### config.mk
export PLATFORM = sky130hd
export DESIGN_NAME = spike_event_logger
export DESIGN_NICKNAME = d
export VERILOG_FILES = /design/src/rtl/spike_event_logger.sv
export SDC_FILE = /design/constraint.sdc
export NUM_CORES = 1
export LEC_CHECK = 0
export CAP_MARGIN = 15
export CORE_MARGIN = 5
export CORE_UTILIZATION = 61
export CTS_CLUSTER_DIAMETER = 80
export CTS_CLUSTER_SIZE = 16
export DETAILED_ROUTE_END_ITERATION = 8
export PLACE_DENSITY = 0.79
export SLEW_MARGIN = 20
export SYNTH_ARGS = -nofsm -noshare
export SYNTH_HDL_FRONTEND = slang
export SYNTH_SLANG_ARGS = --single-unit
### constraint.sdc
create_clock -name clk -period 4 [get_ports clk]
set_clock_uncertainty 0.05 [all_clocks]
set_input_delay 1 -clock clk [delete_from_list [all_inputs] [get_ports clk]]
set_output_delay 1 -clock clk [all_outputs]
set_load 0.02 [all_outputs]
### src/rtl/spike_event_logger.sv
// rtl/spike_event_logger.sv - timestamps pre/post spike onsets and streams them out as byte pairs
// Optional drop-marker words are enabled by defining SPIKE_LOG_DROP_MARKER_EN.
module spike_event_logger #(
    parameter int TS_WIDTH   = 14,
    parameter int DEPTH      = 8,
    parameter int DROP_WIDTH = 8
) (
    input  logic                     clk,
    input  logic                     reset_n,
    input  logic                     ena,
    input  logic                     spike_a,
    input  logic                     spike_b,
    output logic [7:0]               out_data,
    output logic                     out_valid,
    input  logic                     out_ready,
    output logic [$clog2(DEPTH):0]   fifo_level,
    output logic                     overflow,
    output logic [DROP_WIDTH-1:0]    drop_count
);
    localparam int AW     = $clog2(DEPTH);
    localparam int WORD_W = 2 + TS_WIDTH;

    localparam logic [1:0] S_IDLE = 2'd0;
    localparam logic [1:0] S_HI   = 2'd1;
    localparam logic [1:0] S_LO   = 2'd2;

    logic [TS_WIDTH-1:0] ts;
    logic                spike_a_q;
    logic                spike_b_q;
    logic [WORD_W-1:0]   mem [DEPTH];
    logic [AW-1:0]       wr_ptr;
    logic [AW-1:0]       rd_ptr;
    logic [WORD_W-1:0]   hold;
    logic [1:0]          state;

    logic                onset_a;
    logic                onset_b;
    logic                onset_any;
    logic                fifo_nonempty;
    logic                pop;
    logic                room;
    logic                drop;
    logic                mark;
    logic                wr_en;
    logic [WORD_W-1:0]   wr_word;

    assign onset_a       = spike_a & ~spike_a_q & ena;
    assign onset_b       = spike_b & ~spike_b_q & ena;
    assign onset_any     = onset_a | onset_b;
    assign fifo_nonempty = (fifo_level != '0);

    always_comb begin
        pop = 1'b0;
        case (state)
            S_IDLE:  pop = fifo_nonempty;
            S_LO:    pop = out_ready & fifo_nonempty;
            default: pop = 1'b0;
        endcase
    end

    // A full FIFO still accepts a word when the serializer frees a slot on the same edge.
    assign room = (fifo_level < (AW+1)'(DEPTH)) | pop;
    assign drop = onset_any & ~room;

`ifdef SPIKE_LOG_DROP_MARKER_EN
    logic [TS_WIDTH-1:0] pending;

    assign mark    = (pending != '0) & ~onset_any & room;
    assign wr_word = onset_any ? {onset_a, onset_b, ts} : {2'b00, pending};

    always_ff @(posedge clk or negedge reset_n) begin
        if (!reset_n) begin
            pending <= '0;
        end else if (drop) begin
            if (pending != '1)
                pending <= pending + TS_WIDTH'(1);
        end else if (mark) begin
            pending <= '0;
        end
    end
`else
    assign mark    = 1'b0;
    assign wr_word = {onset_a, onset_b, ts};
`endif

    assign wr_en = (onset_any & room) | mark;

    always_ff @(posedge clk or negedge reset_n) begin
        if (!reset_n) begin
            ts        <= '0;
            spike_a_q <= 1'b0;
            spike_b_q <= 1'b0;
        end else begin
            spike_a_q <= spike_a;
            spike_b_q <= spike_b;
            if (ena)
                ts <= ts + TS_WIDTH'(1);
        end
    end

    always_ff @(posedge clk or negedge reset_n) begin
        if (!reset_n) begin
            for (int i = 0; i < DEPTH; i++)
                mem[i] <= '0;
            wr_ptr     <= '0;
            rd_ptr     <= '0;
            fifo_level <= '0;
        end else begin
            if (wr_en) begin
                mem[wr_ptr] <= wr_word;
                wr_ptr      <= wr_ptr + AW'(1);
            end
            if (pop)
                rd_ptr <= rd_ptr + AW'(1);
            if (wr_en && !pop)
                fifo_level <= fifo_level + (AW+1)'(1);
            else if (!wr_en && pop)
                fifo_level <= fifo_level - (AW+1)'(1);
        end
    end

    always_ff @(posedge clk or negedge reset_n) begin
        if (!reset_n) begin
            drop_count <= '0;
            overflow   <= 1'b0;
        end else if (drop) begin
            overflow <= 1'b1;
            if (drop_count != '1)
                drop_count <= drop_count + DROP_WIDTH'(1);
        end
    end

    always_ff @(posedge clk or negedge reset_n) begin
        if (!reset_n) begin
            state <= S_IDLE;
            hold  <= '0;
        end else begin
            if (pop)
                hold <= mem[rd_ptr];
            case (state)
                S_IDLE: if (fifo_nonempty) state <= S_HI;
                S_HI:   if (out_ready) state <= S_LO;
                S_LO:   if (out_ready) state <= fifo_nonempty ? S_HI : S_IDLE;
                default: state <= S_IDLE;
            endcase
        end
    end

    assign out_valid = (state == S_HI) || (state == S_LO);

    always_comb begin
        out_data = 8'h00;
        if (state == S_HI)
            out_data = hold[WORD_W-1 -: 8];
        else if (state == S_LO)
            out_data = hold[7:0];
    end

endmodule

* Yosys cells after proc, flatten, opt, wreduce, memory -nomap -nowiden
Cells that the tools add are included.
** Word-level totals
- Flip-flop bits (word level) :: 181
- Input bits :: 6
- Logic and storage cells :: 75
** Operators by class
- $add $sub $neg :: 6
- Magnitude comparators :: 4
- Equal/unequal tests :: 6
- Mux-type cells :: 16
- Bitwise gates (word level) :: 14
- Reductions and logical operators :: 11
** Operator list (number)
- $bwmux W128 :: 1
- $bmux W16 S3 :: 1
- $demux W16 S3 :: 1
- $mux W16 :: 3
- $mux W8 :: 2
- $add A14 B1 Y14 const B :: 1
- $add A8 B1 Y8 const B :: 1
- $ge A4 B4 Y1 const B :: 2
- $mux W4 :: 2
- $ne A8 B8 Y1 const B :: 1
- $not A3 Y4 :: 2
- $and A1 B1 Y1 :: 7
- $add A3 B1 Y3 const B :: 2
- $mux W2 :: 3
- $ne A2 B2 Y1 const B :: 3
- $pmux W2 S3 :: 1
- $add A4 B1 Y4 const B :: 1
- $lt A4 B1 Y1 const B :: 1
- $lt A4 B4 Y1 const B :: 1
- $reduce_bool A4 Y1 :: 1
- $sub A4 B1 Y4 const B :: 1
- $logic_and A1 B1 Y1 :: 3
- $not A1 Y1 :: 3
- $reduce_and A3 Y1 :: 1
- 10 further kinds :: 12

* Depth between registers and ports, before layout
- Word-level depth :: 9
- Mapped depth :: 13
- Gate-level depth less buffers :: 12

* Least setup slack after synthesis
Ideal clock, no wire load.
- Path kind :: input -> register
- Start point :: in out_ready
- End point :: reg fifo_level[3]
- Setup time :: 0.136 ns
- Data arrival time :: 3.067 ns
- Data required time :: 3.814 ns
- Slack :: 0.747 ns
- Stages on the path :: 10
- Buffers on the path :: 1
- Cell sequence :: a21oi_2 -> nor2_1 -> clkbuf_1 -> inv_1 -> ha_1 -> inv_1 -> ha_1 -> a21o_1 -> a2111oi_0 -> o31ai_1
** On the way
- Longest elaborated chain between the ends :: 7
** Ends and longest elaborated chain
- from (decl) :: line 15 : input logic out_ready,
- $and A1 B1 Y1 (*) :: line 56 : S_LO: pop = out_ready & fifo_nonempty;
- $pmux W1 S2 (*) :: line 54 : case (state)
- $or A1 B1 Y1 :: line 62 : assign room = (fifo_level < (AW+1)'(DEPTH)) | pop;
- $and A1 B1 Y1 :: line 86 : assign wr_en = (onset_any & room) | mark;
- $logic_not A1 Y1 :: line 117 : else if (!wr_en && pop)
- $logic_and A1 B1 Y1 :: line 117
- $reduce_bool A2 Y1 (no line)
- to (signal assigned) :: line 116 : fifo_level <= fifo_level + (AW+1)'(1);
- to (signal assigned) :: line 118 : fifo_level <= fifo_level - (AW+1)'(1);
- to (decl) :: line 16 : output logic [$clog2(DEPTH):0] fifo_level,
Mark *: on every way between the ends. The rest lies on a longest branch, timed or not.
A chain may end at the register's enable or synchronous reset.

* Final worst setup path
- Start point :: reg state[1]
- End point :: out out_data[5]
** On the way
- Longest elaborated chain between the ends :: 3
** Ends and longest elaborated chain
- from (decl) :: line 34 : logic [1:0] state;
- from (signal assigned) :: line 143 : S_LO: if (out_ready) state <= fifo_nonempty ? S_HI : S_IDLE;
- $eq A2 B2 Y1 :: line 155 : else if (state == S_LO)
- $mux W8 :: line 155
- $mux W8 (*) :: line 153 : if (state == S_HI)
- to (decl) :: line 13 : output logic [7:0] out_data,
Marked as above.

==> summary.txt <==
Status
  – Status: completed

Power
  – Static leakage: 0.00432 µW
  – VDD IR-drop max: 376 µV
  – PD cells: 710 mW/mm²

Clocking
  – Post-CTS Hold Buffers: 0
  – Root Buffer: clkbuf_16
  – Post-CTS setup buffers: 0
  – Cts repair resizes: 0
  – CTS H-tree lvls: 4
  – Reg clk slew, reported paths: 0.06 ns
  – Clock Tree Buf Depth: 2
  – CTS tree: done
  – Clock Sinks: 181
  – Total CTS buffers: 17
  – Clk Latency, worst-skew pair: 0.43 ns

STA
  – RSZ-0062 raised after global routing: false
  – Hold Vio Cnt, Final: 0
  – Max Slew Vio Count: 0
  – Post-Route Setup TNS: 0 ns
  – Final Hold Slack: 0.429 ns
  – # setup viols final: 0
  – Worst-margin pin slew: 0.679 ns
  – Fmax: 270 MHz
  – Tmin final: 3.71 ns
  – Worst slew margin: 54.7%
  – Period utilization: 92.8%

Critical path
  – Crit-path max cell delay: 0.61 ns
  – CP Max Fanout: 12
  – Setup CP Type: flop to output port
  – Crit start category: flop
  – Critical Path RT: 2.95 ns
  – Arrival @ worst endpoint: 2.66 ns
  – Crit path max-delay cell type: clkdlybuf4s50_1
  – Critical Path Sink Type: output port
  – Critical-path cell list: inv_1, ha_1, nor2b_1, a22o_1, clkdlybuf4s50_1
  – R2r setup slk: 1.18 ns

Logic synthesis
  – Area leader, netlist: dfrtp_1
  – Post-synth EDFFs: 0
  – Mapped cell area: 0.00835 mm²
  – Syn Inst Count: 571
  – YS warnings: 0
  – #FFs+latches synth: 181
  – Seq/Total Area, Yosys: 54.2%
  – Post-synth cell types: 45
  – Primary FF master, synth: dfrtp_1
  – Mapped Nets: 589
  – Syn avg cell area: 14.6 µm²
  – Post-synth ARST share: 100%
  – Top cell type's share of synthesized area: 54.2%
  – Main area contributors after synthesis: dfrtp_1 (54%), mux2_2 (15%), mux4_2 (8.6%)

Detailed routing
  – Drt first pass iters: 4
  – DR vias: 4699
  – Total Wirelength: 16.9 mm
  – Number of remaining DRC errors: 0
  – Antenna viol nets, final: 0
  – DR iter-0 viols: 393
  – Via/cell ratio: 6.09
  – Wire per inst: 21.8 µm

Finish
  – Finished Core Util: 69.6%
  – Layout cells sized above 1: 36.1%
  – Sequential Area: 0.00453 mm²
  – ANT cells: 0
  – Area delta synth->final: 11.3%
  – Nets: 601
  – Fillers: 883
  – Final instance area: 0.00930 mm²
  – Multi-input gate area: 0.00356 mm²

Die
  – Die Span Y: 127 µm
  – Die width: 127 µm
  – Initial core utilization: 62.6%
  – FP Rows: 42
  – Core area: 0.0133 mm²
  – Die area: 0.0161 mm²
  – Top-level I/O count: 28

GRT
  – Largest net degree at the start of global routing: 82
  – Wire length of the first global-routing pass: 27.9 mm
  – Vias in the first global route: 5145
  – Total GRT Usage: 22.4%
  – Grt ovf: 0
  – Initial antenna violation count: 0

Place
  – Placement Cell Area: 0.00870 mm²
  – Detailed placer's ending HPWL: 10.4 mm
  – Final Wtd Congestion: 0.759
  – Count of buffers from port buffering: 27

Hold path
  – HP Class: flop to flop

Run
  – Max Cap Viol: 0
## through the flow
step / instances / worst slack [ns] / power, µW
after detailed placement: 740 / 0.466 / 4950
final: 772 / 0.290 / 6600
after global placement: 740 / 0.575 / 4810
after floorplan: 571 / 0.747 / 4270
after CTS: 772 / 0.272 / 6650
after global routing: 772 / 0.162 / 6960
## critical path: cells and delay by family, from the launching register on
| kind | cells | cell delay (ns) |
|---|---|---|
| adder cells (fa/ha/maj) | 1 | 0.36 |
| flip-flops | 1 | 0.39 |
| AND/OR/NAND/NOR | 1 | 0.53 |
| buffers and inverters | 2 | 0.69 |
| AO/OA/AOI/OAI | 1 | 0.25 |
## state kept, by name, summed over array words and instances, names as in the netlist
| signal | cells |
|---|---|
| drop_count | 8 |
| fifo_level | 4 |
| hold | 16 |
| mem | 128 |
| overflow | 1 |
| rd_ptr | 3 |
| spike_a_q | 1 |
| spike_b_q | 1 |
| state | 2 |
| ts | 14 |
| wr_ptr | 3 |
## cell type report
cell class                      count  share of cell area [%]
Tap cell                          176                    2.37
Clock inverter                      8                    1.33
Clock buffer                       24                    5.07
Multi-Input combinational cell    339                    38.3
Sequential cell                   181                    48.7
Timing Repair Buffer               39                    4.02
Inverter                            5                   0.202
## power breakdown
part	switching, µW	internal [µW]
Sequential	499	2320
Clock	664	1010
Combinational	1000	1100
## metal layers
layer	global-route usage [%]	wire (µm)	vias to the layer above
met4	8.20	327	0
met1	31.3	7390	2498
met5	0	0	-
met3	4.76	744	25
li1	-	-	2088
met2	35.3	8410	88
## final timing paths
check                         start            end  depth (start not counted)
max                        state[1]    out_data[5]                          5
min                        overflow       overflow                          1
max reg2reg                state[0]  fifo_level[3]                         10
min reg2reg                overflow       overflow                          1
max in group asynchronous   reset_n        mem[55]                          2
min in group asynchronous   reset_n  drop_count[1]                          1
## synth_stat cells, types with 2 or more instances
library cell,count
nor3b_1,3
a22o_1,7
nand2_1,17
nor4_1,3
nand4_1,4
and4_1,4
nand2b_1,4
inv_1,5
nor3_1,6
clkbuf_1,25
buf_4,2
nand3_1,6
mux2_4,20
buf_12,2
and4b_1,3
a21oi_1,17
buf_1,2
xor2_1,10
and3_1,2
buf_2,11
mux2_2,114
o21ai_0,3
nor2_1,23
dfrtp_1,181
mux2i_1,17
nand2_2,2
nor2b_1,3
mux4_2,32
xnor2_1,15
ha_1,11
buf_6,3
## placed cells by master, fill, tap and decap left out, types with 2 or more instances in the layout
master	synthesis	routed
a22o_1	7	7
clkinv_2	0	2
nand2b_1	4	4
inv_1	5	5
dfrtp_1	181	179
nor2b_1	3	3
clkbuf_8	0	2
nand4_1	4	4
clkbuf_1	25	5
ha_1	11	11
clkdlybuf4s50_1	0	26
and4b_1	3	3
mux4_2	32	32
mux2i_1	17	17
dfrtp_2	0	2
nor3b_1	3	3
nor4_1	3	3
clkinvlp_4	0	2
xor2_1	10	10
a21oi_1	17	17
nor2_1	23	22
and3_1	2	2
nand3_1	6	6
xnor2_1	15	15
bufinv_16	0	3
nand2_1	17	17
mux2_4	20	20
nor3_1	6	6
buf_4	2	11
o21ai_0	3	3
nand2_2	2	2
clkbuf_16	0	17
mux2_2	114	114
and4_1	4	4
## logic make-up (layout without fill, tap and decap cells)
family          after synthesis  count (layout)  synth area share, %
buf+inv                      51              76                 3.22
mux                         184             184                 29.8
xor+xnor                     25              25                 2.62
fa+ha+maj                    12              12                 1.89
simple gates                 83              83                 5.47
flops                       181             181                 54.2
compound gates               35              35                 2.80
(Power assumes the default switching activity.)
